===== config.mk =====
export PLATFORM = sky130hd
export DESIGN_NAME = dalign_lsu
export DESIGN_NICKNAME = d
export VERILOG_FILES = /design/src/rtl/dalign_lsu.sv
export SDC_FILE = /design/constraint.sdc
export NUM_CORES = 1
export LEC_CHECK = 0
export ABC_AREA = 1
export CAP_MARGIN = 20
export CORE_MARGIN = 2
export CORE_UTILIZATION = 25
export CTS_CLUSTER_SIZE = 14
export DETAILED_ROUTE_END_ITERATION = 10
export PLACE_DENSITY = 0.42
export SYNTH_ARGS = -nofsm -noshare
export SYNTH_HDL_FRONTEND = slang
export SYNTH_SLANG_ARGS = --single-unit
export TNS_END_PERCENT = 5

===== constraint.sdc =====
create_clock -name clk -period 9.5 [get_ports clk]
set_input_delay 1.9 -clock clk [delete_from_list [all_inputs] [get_ports clk]]
set_output_delay 1.9 -clock clk [all_outputs]
set_load 0.02 [all_outputs]

===== src/rtl/dalign_lsu.sv =====
// -----------------------------------------------------------------------------
// dalign_lsu -- load/store unit between a core request port and a word-wide
// data memory. It handles byte, half-word and word accesses, checks that the
// access lies inside the data memory window, steers bytes onto memory lanes
// and sign- or zero-extends load results.
//
// Memory lane order: byte offset k of a word sits in bits [31-8k:24-8k] and
// is enabled by mem_be[3-k]. Core data is little-endian, so req_wdata[7:0]
// and resp_rdata[7:0] hold the byte at the lowest address.
//
// Build option: define DALIGN_MISALIGN_EN to split accesses that cross a word
// boundary into two memory beats. Without it, any access whose address is not
// aligned to its size returns resp_err and issues no memory beat.
//
// Ports:
//   clk, rst_n               clock, asynchronous active-low reset
//   req_valid / req_ready    core request handshake (ready only when idle)
//   req_we, req_size,        store flag, size (01 byte, 10 half, 11 word),
//   req_unsigned, req_addr,  zero-extend flag, byte address,
//   req_wdata                little-endian store data
//   resp_valid, resp_rdata,  one-cycle response pulse, load data (0 for
//   resp_err                 stores and errors), error flag; data/err held
//   mem_req, mem_we,         memory beat request, write enable,
//   mem_addr, mem_be,        word address, byte enables,
//   mem_wdata                lane-ordered store data
//   mem_gnt, mem_rvalid,     beat accepted, read data valid,
//   mem_rdata                lane-ordered read data
// -----------------------------------------------------------------------------
module dalign_lsu #(
  parameter logic [31:0] DMEM_BASE = 32'h0010_0000,
  parameter int unsigned DMEM_SIZE = 32768
) (
  input  logic        clk,
  input  logic        rst_n,
  input  logic        req_valid,
  output logic        req_ready,
  input  logic        req_we,
  input  logic [1:0]  req_size,
  input  logic        req_unsigned,
  input  logic [31:0] req_addr,
  input  logic [31:0] req_wdata,
  output logic        resp_valid,
  output logic [31:0] resp_rdata,
  output logic        resp_err,
  output logic        mem_req,
  output logic        mem_we,
  output logic [29:0] mem_addr,
  output logic [3:0]  mem_be,
  output logic [31:0] mem_wdata,
  input  logic        mem_gnt,
  input  logic        mem_rvalid,
  input  logic [31:0] mem_rdata
);

  typedef enum logic [2:0] {
    IDLE  = 3'd0,
    REQ0  = 3'd1,
    WAIT0 = 3'd2,
    REQ1  = 3'd3,
    WAIT1 = 3'd4,
    RESP  = 3'd5
  } state_t;

  state_t state;
  state_t state_next;

  // Latched request fields
  logic        we_q;
  logic [1:0]  size_q;
  logic        uns_q;
  logic [31:0] addr_q;
  logic [31:0] wdata_q;
  logic        split;

  logic        ready_q;
  logic        accept;
  logic        req_bad;
  logic        beat1;
  logic [2:0]  nbytes;

  logic [3:0]       lane_en;
  logic [31:0]      lane_wdata;
  logic [3:0][1:0]  lane_idx;    // access byte index carried by lane k
  logic [3:0][7:0]  ld_bytes;    // load bytes captured so far, index order
  logic [3:0][7:0]  ld_merge;    // ld_bytes plus the lanes arriving now
  logic [31:0]      ld_result;

  function automatic logic [2:0] size_bytes(input logic [1:0] s);
    logic [2:0] n;
    case (s)
      2'b01:   n = 3'd1;
      2'b10:   n = 3'd2;
      2'b11:   n = 3'd4;
      default: n = 3'd0;
    endcase
    return n;
  endfunction

  // Error check: illegal size, any byte outside the window, or (without
  // split support) an address not aligned to the access size.
  function automatic logic access_bad(input logic [1:0] s, input logic [31:0] a);
    logic [32:0] first;
    logic [32:0] last;
    logic [32:0] lo;
    logic [32:0] hi;
    logic        bad;
    first = {1'b0, a};
    last  = first + {30'd0, size_bytes(s)} - 33'd1;
    lo    = {1'b0, DMEM_BASE};
    hi    = lo + 33'(DMEM_SIZE);
    bad   = (s == 2'b00) || (first < lo) || (last >= hi);
`ifndef DALIGN_MISALIGN_EN
    bad = bad || ((s == 2'b10) && a[0]) || ((s == 2'b11) && (a[1:0] != 2'b00));
`endif
    return bad;
  endfunction

  assign req_ready = ready_q;
  assign accept    = (state == IDLE) && req_valid && ready_q;
  assign req_bad   = access_bad(req_size, req_addr);
  assign nbytes    = size_bytes(size_q);

`ifdef DALIGN_MISALIGN_EN
  assign beat1 = (state == REQ1) || (state == WAIT1);
`else
  assign beat1 = 1'b0;
  assign split = 1'b0;
`endif

  // Next-state logic
  always_comb begin
    state_next = state;
    case (state)
      IDLE: begin
        if (accept) begin
          state_next = req_bad ? RESP : REQ0;
        end else begin
          state_next = IDLE;
        end
      end
      REQ0: begin
        if (mem_gnt) begin
          if (!we_q)      state_next = WAIT0;
          else if (split) state_next = REQ1;
          else            state_next = RESP;
        end else begin
          state_next = REQ0;
        end
      end
      WAIT0: begin
        if (mem_rvalid) begin
          state_next = split ? REQ1 : RESP;
        end else begin
          state_next = WAIT0;
        end
      end
`ifdef DALIGN_MISALIGN_EN
      REQ1: begin
        if (mem_gnt) begin
          state_next = we_q ? RESP : WAIT1;
        end else begin
          state_next = REQ1;
        end
      end
      WAIT1: begin
        if (mem_rvalid) begin
          state_next = RESP;
        end else begin
          state_next = WAIT1;
        end
      end
`endif
      RESP:    state_next = IDLE;
      default: state_next = IDLE;
    endcase
  end

  // Lane steering for the current beat: which lanes belong to it and which
  // access byte each lane carries. Beat 0 starts at offset addr[1:0]; beat 1
  // starts at offset 0 of the next word with index 4-addr[1:0].
  always_comb begin
    logic [2:0] off;
    logic [2:0] idx;
    logic       hit;
    lane_en    = 4'b0000;
    lane_wdata = 32'h0000_0000;
    lane_idx   = 8'h00;
    off        = 3'd0;
    idx        = 3'd0;
    hit        = 1'b0;
    for (int k = 0; k < 4; k++) begin
      off = 3'(k);
      if (beat1) begin
        idx = off + 3'd4 - {1'b0, addr_q[1:0]};
        hit = (idx < nbytes);
      end else begin
        idx = off - {1'b0, addr_q[1:0]};
        hit = (off >= {1'b0, addr_q[1:0]}) && (idx < nbytes);
      end
      lane_idx[k] = idx[1:0];
      if (hit) begin
        lane_en[3-k]             = 1'b1;
        lane_wdata[31-8*k -: 8]  = wdata_q[{idx[1:0], 3'b000} +: 8];
      end else begin
        lane_en[3-k]             = 1'b0;
      end
    end
  end

  // Merge incoming read lanes into the load byte buffer
  always_comb begin
    ld_merge = ld_bytes;
    if (((state == WAIT0) || (state == WAIT1)) && mem_rvalid) begin
      for (int k = 0; k < 4; k++) begin
        if (lane_en[3-k]) begin
          ld_merge[lane_idx[k]] = mem_rdata[31-8*k -: 8];
        end else begin
          ld_merge[lane_idx[k]] = ld_merge[lane_idx[k]];
        end
      end
    end else begin
      ld_merge = ld_bytes;
    end
  end

  // Load result extension from the top loaded byte
  always_comb begin
    case (size_q)
      2'b01:   ld_result = uns_q ? {24'h00_0000, ld_merge[0]}
                                 : {{24{ld_merge[0][7]}}, ld_merge[0]};
      2'b10:   ld_result = uns_q ? {16'h0000, ld_merge[1], ld_merge[0]}
                                 : {{16{ld_merge[1][7]}}, ld_merge[1], ld_merge[0]};
      2'b11:   ld_result = ld_merge;
      default: ld_result = 32'h0000_0000;
    endcase
  end

  assign mem_req   = (state == REQ0) || (state == REQ1);
  assign mem_we    = mem_req & we_q;
  assign mem_be    = mem_req ? lane_en : 4'b0000;
  assign mem_wdata = mem_req ? lane_wdata : 32'h0000_0000;
  assign mem_addr  = beat1 ? (addr_q[31:2] + 30'd1) : addr_q[31:2];

  // State register
  always_ff @(posedge clk or negedge rst_n) begin
    if (!rst_n) state <= IDLE;
    else        state <= state_next;
  end

  // Ready is low during reset and high in every IDLE cycle after it
  always_ff @(posedge clk or negedge rst_n) begin
    if (!rst_n) ready_q <= 1'b0;
    else        ready_q <= (state_next == IDLE);
  end

  // Request capture on acceptance
  always_ff @(posedge clk or negedge rst_n) begin
    if (!rst_n) begin
      we_q    <= 1'b0;
      size_q  <= 2'b00;
      uns_q   <= 1'b0;
      addr_q  <= 32'h0000_0000;
      wdata_q <= 32'h0000_0000;
    end else if (accept) begin
      we_q    <= req_we;
      size_q  <= req_size;
      uns_q   <= req_unsigned;
      addr_q  <= req_addr;
      wdata_q <= req_wdata;
    end else begin
      we_q    <= we_q;
    end
  end

`ifdef DALIGN_MISALIGN_EN
  // Split flag: access runs past the end of its first word
  always_ff @(posedge clk or negedge rst_n) begin
    if (!rst_n)      split <= 1'b0;
    else if (accept) split <= ({1'b0, req_addr[1:0]} + size_bytes(req_size)) > 3'd4;
    else             split <= split;
  end
`endif

  // Load byte buffer
  always_ff @(posedge clk or negedge rst_n) begin
    if (!rst_n) ld_bytes <= 32'h0000_0000;
    else        ld_bytes <= ld_merge;
  end

  // Response registers; data and error are only updated on entry to RESP.
  // The only IDLE->RESP path is a rejected request.
  always_ff @(posedge clk or negedge rst_n) begin
    if (!rst_n) begin
      resp_valid <= 1'b0;
      resp_err   <= 1'b0;
      resp_rdata <= 32'h0000_0000;
    end else begin
      resp_valid <= (state_next == RESP);
      if ((state_next == RESP) && (state != RESP)) begin
        resp_err   <= (state == IDLE);
        resp_rdata <= ((state == IDLE) || we_q) ? 32'h0000_0000 : ld_result;
      end else begin
        resp_err   <= resp_err;
        resp_rdata <= resp_rdata;
      end
    end
  end

endmodule


# Yosys cells after proc, flatten, opt, wreduce, memory -nomap -nowiden
# Cells that the tools add are included.
[op_classes] n_addsub=6 order_cmp=17 eq_ne=12 shift=4 n_mux=54 bitwise_logic=1 n_reduce_logical=24
[ops] cell="$mux W32" n=12
[ops] cell="$bwmux W32" n=8
[ops] cell="$shiftx A32 B6 Y8" n=4
[ops] cell="$mux W8" n=12
[ops] cell="$pmux W32 S3" n=1
[ops] cell="$bmux W8 S2" n=4
[ops] cell="$demux W8 S2" n=4
[ops] cell="$add A32 B3 Y33" n=1
[ops] cell="$ge A33 B21 Y1 const B" n=1
[ops] cell="$sub A33 B1 Y33 const B" n=1
[ops] cell="$lt A32 B21 Y1 const B" n=1
[ops] cell="$pmux W3 S3" n=3
[ops] cell="$mux W3" n=5
[ops] cell="$logic_and A1 B1 Y1" n=13
[ops] cell="$lt A2 B3 Y1 const B" n=4
[ops] cell="$lt A3 B3 Y1" n=4
[ops] cell="$eq A2 B2 Y1 const B" n=4
[ops] cell="$ge A2 B1 Y1 const B" n=4
[ops] cell="$logic_or A1 B1 Y1" n=7
[ops] cell="$eq A3 B2 Y1 const B" n=2
[ops] cell="$eq A3 B3 Y1 const B" n=2
[ops] cell="$logic_not A3 Y1" n=2
[ops] cell="$sub A1 B2 Y3 const A" n=2
[ops] cell="$sub A2 B2 Y3 const A" n=2
[ops] cell="10 further kinds" n=15
[word_totals] reg_bits=138 in_bits=105 out_inout_bits=103 elab_cells=132

# Longest topological paths before layout
# Gate-level depths: netlist of the first run.
[depth] depth_word=26 depth_mapped=38 depth_no_buf=29

# Worst setup path before layout of the first run
# OpenSTA, ideal clock, no wires.
[synth_path] path_kind="register to output" from="reg addr_q[1]" to="out mem_wdata[24]" arrival_ns=4.646 required_time_ns=7.600 slack_ns=2.954 path_stages_with_launch=19 path_buffers=9 path_cell_list="dfrtp_1 > buf_2 > inv_2 > buf_4 > buf_2 > clkbuf_1 > ha_1 > buf_2 > clkinv_1 > clkbuf_1 > clkbuf_1 > clkbuf_1 > ha_1 > a21oi_2 > nand3_4 > buf_2 > nor2_1 > inv_1 > a211oi_1"
[synth_between] elab_chain_cells=5 word_cells_on_any_way=7 cone_classes="1 x add/sub; 2 x order compare; 1 x shift; 2 x mux; 1 x reduce/logical"
[synth_lines] element="from (decl)" line_no="71" text="logic [31:0] addr_q;"
[synth_lines] element="from (signal assigned)" line_no="268" text="addr_q <= req_addr;"
[synth_lines] element="parallel branches: the longest is 3 deep, another holds $sub A1 B2 Y3"
[synth_lines] element="$mux W8 *" line_no="201" text="if (hit) begin"
[synth_lines] element="$mux W32 *" line_no="241" text="assign mem_wdata = mem_req ? lane_wdata : 32'h0000_0000;"
[synth_lines] element="to (decl)" line_no="49" text="output logic [31:0] mem_wdata,"
# Mark *: on every way between the ends.

# Final worst setup path of the first run
[layout_path] from="reg addr_q[0]" to="out mem_wdata[28]"
# The elaborated chain is that of the path after synthesis.

==> results of run 1 <==
## routing by layer
metal | part of all wire (%) | track usage, % | up-vias | wire, um
met1 | 46 | 27.1 | 6679 | 25600
met5 | 0 | 0 | - | 0
li1 | - | - | 7133 | -
met2 | 44 | 30.5 | 482 | 24500
met4 | 1.7 | 5.22 | 0 | 927
met3 | 7.6 | 5.50 | 50 | 4230
## metrics by stage
step / hold WS (ns) / setup slack, ns
finish: 0.481 / 2.11
CTS: 0.492 / 2.10
global placement: 0.465 / 2.67
floorplan: 0.454 / 2.95
global route: 0.513 / 1.73
detailed placement: 0.468 / 2.63
## critical path, stage by stage (launching register included)
cell and delay, ns:
dfrtp_4 0.76, inv_2 0.11, buf_4 0.36, ha_1 0.21
buf_4 0.48, clkinv_1 0.19, ha_1 0.36, nand2_1 0.09
inv_1 0.05, nand2_2 0.41, nand3_4 0.48, nor2_1 0.36
inv_1 0.18, a211oi_1 0.22, clkdlybuf4s50_1 0.65
## path summary, 6_finish.rpt
check	endpoint	slack (ns)	cells past startpoint
worst max-delay path	mem_wdata[28]	2.11	14
worst min-delay path	resp_rdata[6]$_DFFE_PN0P_	0.48	2
worst max register to register	resp_rdata[16]$_DFFE_PN0P_	3.54	28
worst min register to register	resp_rdata[6]$_DFFE_PN0P_	0.48	2
max in group asynchronous	addr_q[0]$_DFFE_PN0P_	6.60	2
min in group asynchronous	addr_q[13]$_DFFE_PN0P_	1.42	1
## Yosys cell counts, types with 33 or more instances
library cell | number | area [um2]
a21oi_1 | 93 | 465
dfrtp_1 | 138 | 3450
clkbuf_1 | 53 | 199
nor2_1 | 130 | 488
o21ai_0 | 147 | 736
inv_1 | 187 | 702
ha_1 | 56 | 701
nor3_1 | 39 | 195
nand2_1 | 707 | 2650
buf_4 | 42 | 315
nand4_1 | 37 | 231
a211oi_1 | 33 | 248
nand3_2 | 51 | 510
nand3_1 | 215 | 1080
nand2_2 | 45 | 282
## state kept, by name (all words and copies together), names as in the netlist
signal,flops
we_q,1
addr_q,32
wdata_q,32
state,3
resp_rdata,32
size_q,2
resp_err,1
ld_bytes,32
resp_valid,1
uns_q,1
req_ready,1
## cell type report
class,count,area [um2]
Clock buffer,17,425
Clock inverter,15,223
Fill cell,6017,37200
Inverter,207,782
Multi-Input combinational cell,1650,8390
Sequential cell,138,3460
Tap cell,696,871
Timing Repair Buffer,225,2210
## cells in the final DEF, fill, tap and decap left out, types with 6 or more instances in the layout
cell | Yosys | layout
nand2_1 | 707 | 707
nand3_1 | 215 | 215
clkdlybuf4s50_1 | 0 | 206
inv_1 | 187 | 187
o21ai_0 | 147 | 147
dfrtp_1 | 138 | 137
nor2_1 | 130 | 130
a21oi_1 | 93 | 93
ha_1 | 56 | 56
nand3_2 | 51 | 51
nand2_2 | 45 | 45
nor3_1 | 39 | 39
nand4_1 | 37 | 37
a211oi_1 | 33 | 33
buf_4 | 42 | 18
or2_2 | 17 | 17
clkbuf_16 | 0 | 17
inv_2 | 16 | 16
o21ai_1 | 7 | 7
o21bai_1 | 6 | 6
## report_power, final
group          internal (mW)  switching, mW
logic                   1.53           3.33
registers              0.848          0.264
clock network          0.429          0.332
## cell families after synthesis
logic type,after synthesis,synth area share (%)
and+or+nand+nor,1268,43.1
buffers and inverters,347,12.1
AOI/OAI and AO/OA,316,13.3
DFF,138,25.6
adders and majority gates,57,5.35
xor gates and xnor gates,9,0.585
==> summary.md, run 1 <==
| Metric | Value |
|---|---|
| Status | finished clean |
| Static Leakage | 7.75 nW |
| Post-Synthesis Cells | 2,135 |
| Initial Utilization | 25.1% |
| TritonCTS clock tree | done |
| DRC | 0 |
| Post-CTS Setup Inserts | 0 |
| Min-Delay Path Class | reg -> reg |
| Required @ worst endpoint | 7.60 ns |
| Core area | 53,600 um2 |
| Root buffer cell | clkbuf_16 |
| Worst Setup SP | addr_q[0]$_DFFE_PN0P_ |
| Layout area overhead | 21.4% |
| Final net count | 2,401 |
| Worst R2R Start | addr_q[0]$_DFFE_PN0P_ |
| Synth Register Bits | 138 |
| Die X-Extent | 236 um |
| Longest Clk Path Bufs | 2 |
| Drt first pass iters | 6 |
| Final hold vios | 0 |
| Final setup viols | 0 |
| Fmax achieved | 0.135 GHz |
| DP HPWL | 42,000 um |
| Row cnt | 85 |
| Largest net degree at the start of global routing | 82 |
| Num CTS Buffers | 17 |
| Placed insts | 2,916 |
| Placed cell area | 15,700 um2 |
| PortBufs | 207 |
| Die ar. | 55,800 um2 |
| Hold buffer count at CTS | 0 |
| All-Layer GR Usage | 19.8% |
| Fin crit period | 7.39 ns |
| I/O Pins | 208 |
| Antenna Cells | 0 |
| WL per Instance | 18.8 um |
| CTS clk-pin slew, worst paths | 0.07 ns |
| Asr flop ratio synth | 100% |
| VDD IR-drop max | 0.151 mV |
| PD cells | 412 nW/um2 |
| H-tree level count | 4 |
| Number of max-cap violations | 0 |
| Initial antenna violation count | 0 |
| ANT nets after route | 0 |
| Synth cell types | 55 |
| Synthesis Warnings | 0 |
| First-pass GRT wire length | 84,600 um |
| Synth Flop Type | dfrtp_1 |
| Placer Congestion | 0.900 |
| Post-synth EDFFs | 0 |
| Syn_nets | 2,297 |
| Unrepaired setup endpoints after global routing | false |
| Worst Max-Slew Pin Slew | 1.08 ns |
| Setup TNS | 0 ns |
| Post-Synthesis Cell Area | 13,500 um2 |
| WL final | 55,300 um |
| Slew Limit Headroom | 28.1% |
| Setup crit start kind | flip-flop |
| Final Max Tran Viols | 0 |
| Fin crit share | 77.8% |
| Global route overflow | 0 |
| Share of post-route cells with drive strength above 1 | 9.19% |
| Vias in the first global route | 13,900 |
| Skew final | 0.0122 ns |
| Initial DRC count | 1,184 |
| DIE HEIGHT | 236 um |
| Vias per cell | 4.87 |
| Vias | 14,300 |
| CP Max Fanout | 81 |
| CP endpoint kind | primary output |
| Min-Delay Startpoint | resp_rdata[6]$_DFFE_PN0P_ |
| Setup Crit Path Kind | reg -> out |
| Sequential element share of the synthesized area | 25.6% |
| Clk_lat worst skew | 0.47 ns |
| Cts repair resizes | 0 |
| Design area | 16,400 um2 |
| Util after Layout | 30.5% |
| Mapped Avg Cell Area | 6.31 um2 |
| Worst Path Arrival | 5.49 ns |
| Post-route insts no fill | 2,948 |
| Total power | 6.74 mW |
| Clock sink count | 138 |
No activity file was read; power rests on OpenSTA's default activity.
==> run 2: changes to the inputs <==
PLACE_DENSITY = 0.44   (was 0.42)
clock period = 6.2 ns   (was 9.5 ns; I/O delays follow)
==> summary.md, run 2 (synthesized netlist as in run 1, its figures left out) <==
| Metric | Value |
|---|---|
| Final hold vios | 0 |
| PortBufs | 207 |
| GRT met2 Usage | 32.3% |
| Fin crit period | 5.57 ns |
| Setup crit start kind | flip-flop |
| Initial antenna violation count | 1 |
| WL final | 56,200 um |
| Worst Path Arrival | 4.33 ns |
| Die ar. | 55,800 um2 |
| ANT nets after route | 0 |
| Int Power | 4.26 mW |
| CTS clk-pin slew, worst paths | 0.06 ns |
| DRC | 0 |
| Global route overflow | 0 |
| Min-Delay Startpoint | resp_rdata[7]$_DFFE_PN0P_ |
| Die X-Extent | 236 um |
| Sw Pwr | 5.99 mW |
| Fmax achieved | 0.180 GHz |
| Design area | 16,300 um2 |
| All-Layer GR Usage | 20.1% |
| Longest Clk Path Bufs | 2 |
| Worst Max-Slew Pin Slew | 0.869 ns |
| Drt first pass iters | 7 |
| Hold buffer count at CTS | 0 |
| Required @ worst endpoint | 4.96 ns |
| Slew Limit Headroom | 42.0% |
| Core area | 53,600 um2 |
| Clk_lat worst skew | 0.46 ns |
| Status | finished clean |
| Layout area overhead | 21.1% |
| Vias in the first global route | 14,300 |
| Cts repair resizes | 0 |
| TritonCTS clock tree | done |
| Switching Fraction | 58.4% |
| Fillers | 5,966 |
| Final net count | 2,411 |
| Vias | 14,500 |
| Most frequent cells in the layout | nand2_1, nand3_1, clkdlybuf4s50_1 |
| M1 GR Usage | 26.5% |
| Min-Delay Path Class | reg -> reg |
| Num CTS Buffers | 17 |
| Commonest non-fill, non-tap cell in the layout | nand2_1 |
| Unrepaired setup endpoints after global routing | false |
| Root buffer cell | clkbuf_16 |
| Sequential Power Share | 16.0% |
| Initial DRC count | 1,180 |
| Util after Layout | 30.5% |
| VDD IR-drop max | 0.342 mV |
| Clock sink count | 138 |
| DP HPWL | 42,300 um |
| WL per Instance | 19.0 um |
| Combinational power share | 74.7% |
| Skew final | 0.00979 ns |
| Row cnt | 85 |
| Most used routing layer | met2 |
| Largest net degree at the start of global routing | 134 |
| H-tree level count | 4 |
| Number of max-cap violations | 0 |
| Final Max Tran Viols | 0 |
| Vias per cell | 4.91 |
| First-pass GRT wire length | 86,300 um |
| Setup TNS | 0 ns |
| Setup Crit Path Kind | reg -> out |
| Worst Setup SP | addr_q[0]$_DFFE_PN0P_ |
| CP endpoint kind | primary output |
| Initial Utilization | 25.1% |
| DIE HEIGHT | 236 um |
| Static Leakage | 7.74 nW |
| Clk pwr share | 9.3% |
| I/O Pins | 208 |
| Fin crit share | 89.8% |
| Placed cell area | 15,800 um2 |
| CP Max Fanout | 34 |
| Post-CTS Setup Inserts | 0 |
| Placer Congestion | 0.949 |
| Met3 GRT Util | 4.72% |
| Final setup viols | 0 |
| PD cells | 628 nW/um2 |
| Worst R2R Start | addr_q[0]$_DFFE_PN0P_ |
| Share of post-route cells with drive strength above 1 | 9.21% |
==> run 2: worst paths after layout <==
kind / end / slack, ns / cells past startpoint
max in group asynchronous: resp_rdata[26]$_DFFE_PN0P_ / 4.15 / 2
worst min register to register: resp_rdata[7]$_DFFE_PN0P_ / 0.48 / 2
worst min-delay path: resp_rdata[7]$_DFFE_PN0P_ / 0.48 / 2
worst max-delay path: mem_wdata[25] / 0.63 / 12
worst max register to register: resp_rdata[18]$_DFFE_PN0P_ / 1.36 / 28
min in group asynchronous: addr_q[13]$_DFFE_PN0P_ / 0.87 / 1
==> run 2: power groups by stage <==
stage          Sequential (mW)  Combinational, mW  Clock (mW)
3_3_place_gp              1.64               7.53           0
5_1_grt                   1.68               8.44        1.02
6_report                  1.64               7.66       0.953
2_1_floorplan             1.60               5.35           0
3_5_place_dp              1.64               7.56           0
4_1_cts                   1.64               7.59       0.991
==> run 2: through the flow <==
stage	cells	hold WS, ns	worst slack, ns	power [mW]
6_report	2956	0.485	0.632	10.3
4_1_cts	2955	0.491	0.547	10.2
3_5_place_dp	2926	0.465	0.669	9.20
3_3_place_gp	2926	0.468	0.709	9.17
5_1_grt	2956	0.514	0.357	11.1
2_1_floorplan	2135	0.454	0.314	6.95
==> run 2: worst max-delay path, cell delays in order, from the launching register on <==
cell and delay, ns:
dfrtp_4 0.43, inv_2 0.05, ha_1 0.71, ha_1 0.34, nand2_1 0.05, inv_1 0.04
nand2_2 0.05, buf_4 0.32, nand3_4 0.44, nor2_1 0.29, inv_1 0.20, a211oi_1 0.24
clkdlybuf4s50_1 0.68
==> run 2: routing by layer <==
layer	share of wire [%]	up-vias
met2	45	519
li1	-	7154
met1	45	6777
met4	2.4	0
met3	7.3	65
met5	0	-
==> run 2: final cells by class <==
| type | count | area (um2) | share of cell area [%] |
|---|---|---|---|
| clock inverter | 4 | 45.0 | 0.276 |
| antenna | 1 | 2.50 | 0.0153 |
| multi-input combinational | 1650 | 8390 | 51.4 |
| sequential | 138 | 3460 | 21.2 |
| inverter | 207 | 782 | 4.79 |
| timing repair buffer | 235 | 2300 | 14.1 |
| tap | 696 | 871 | 5.34 |
| clock buffer | 25 | 475 | 2.91 |
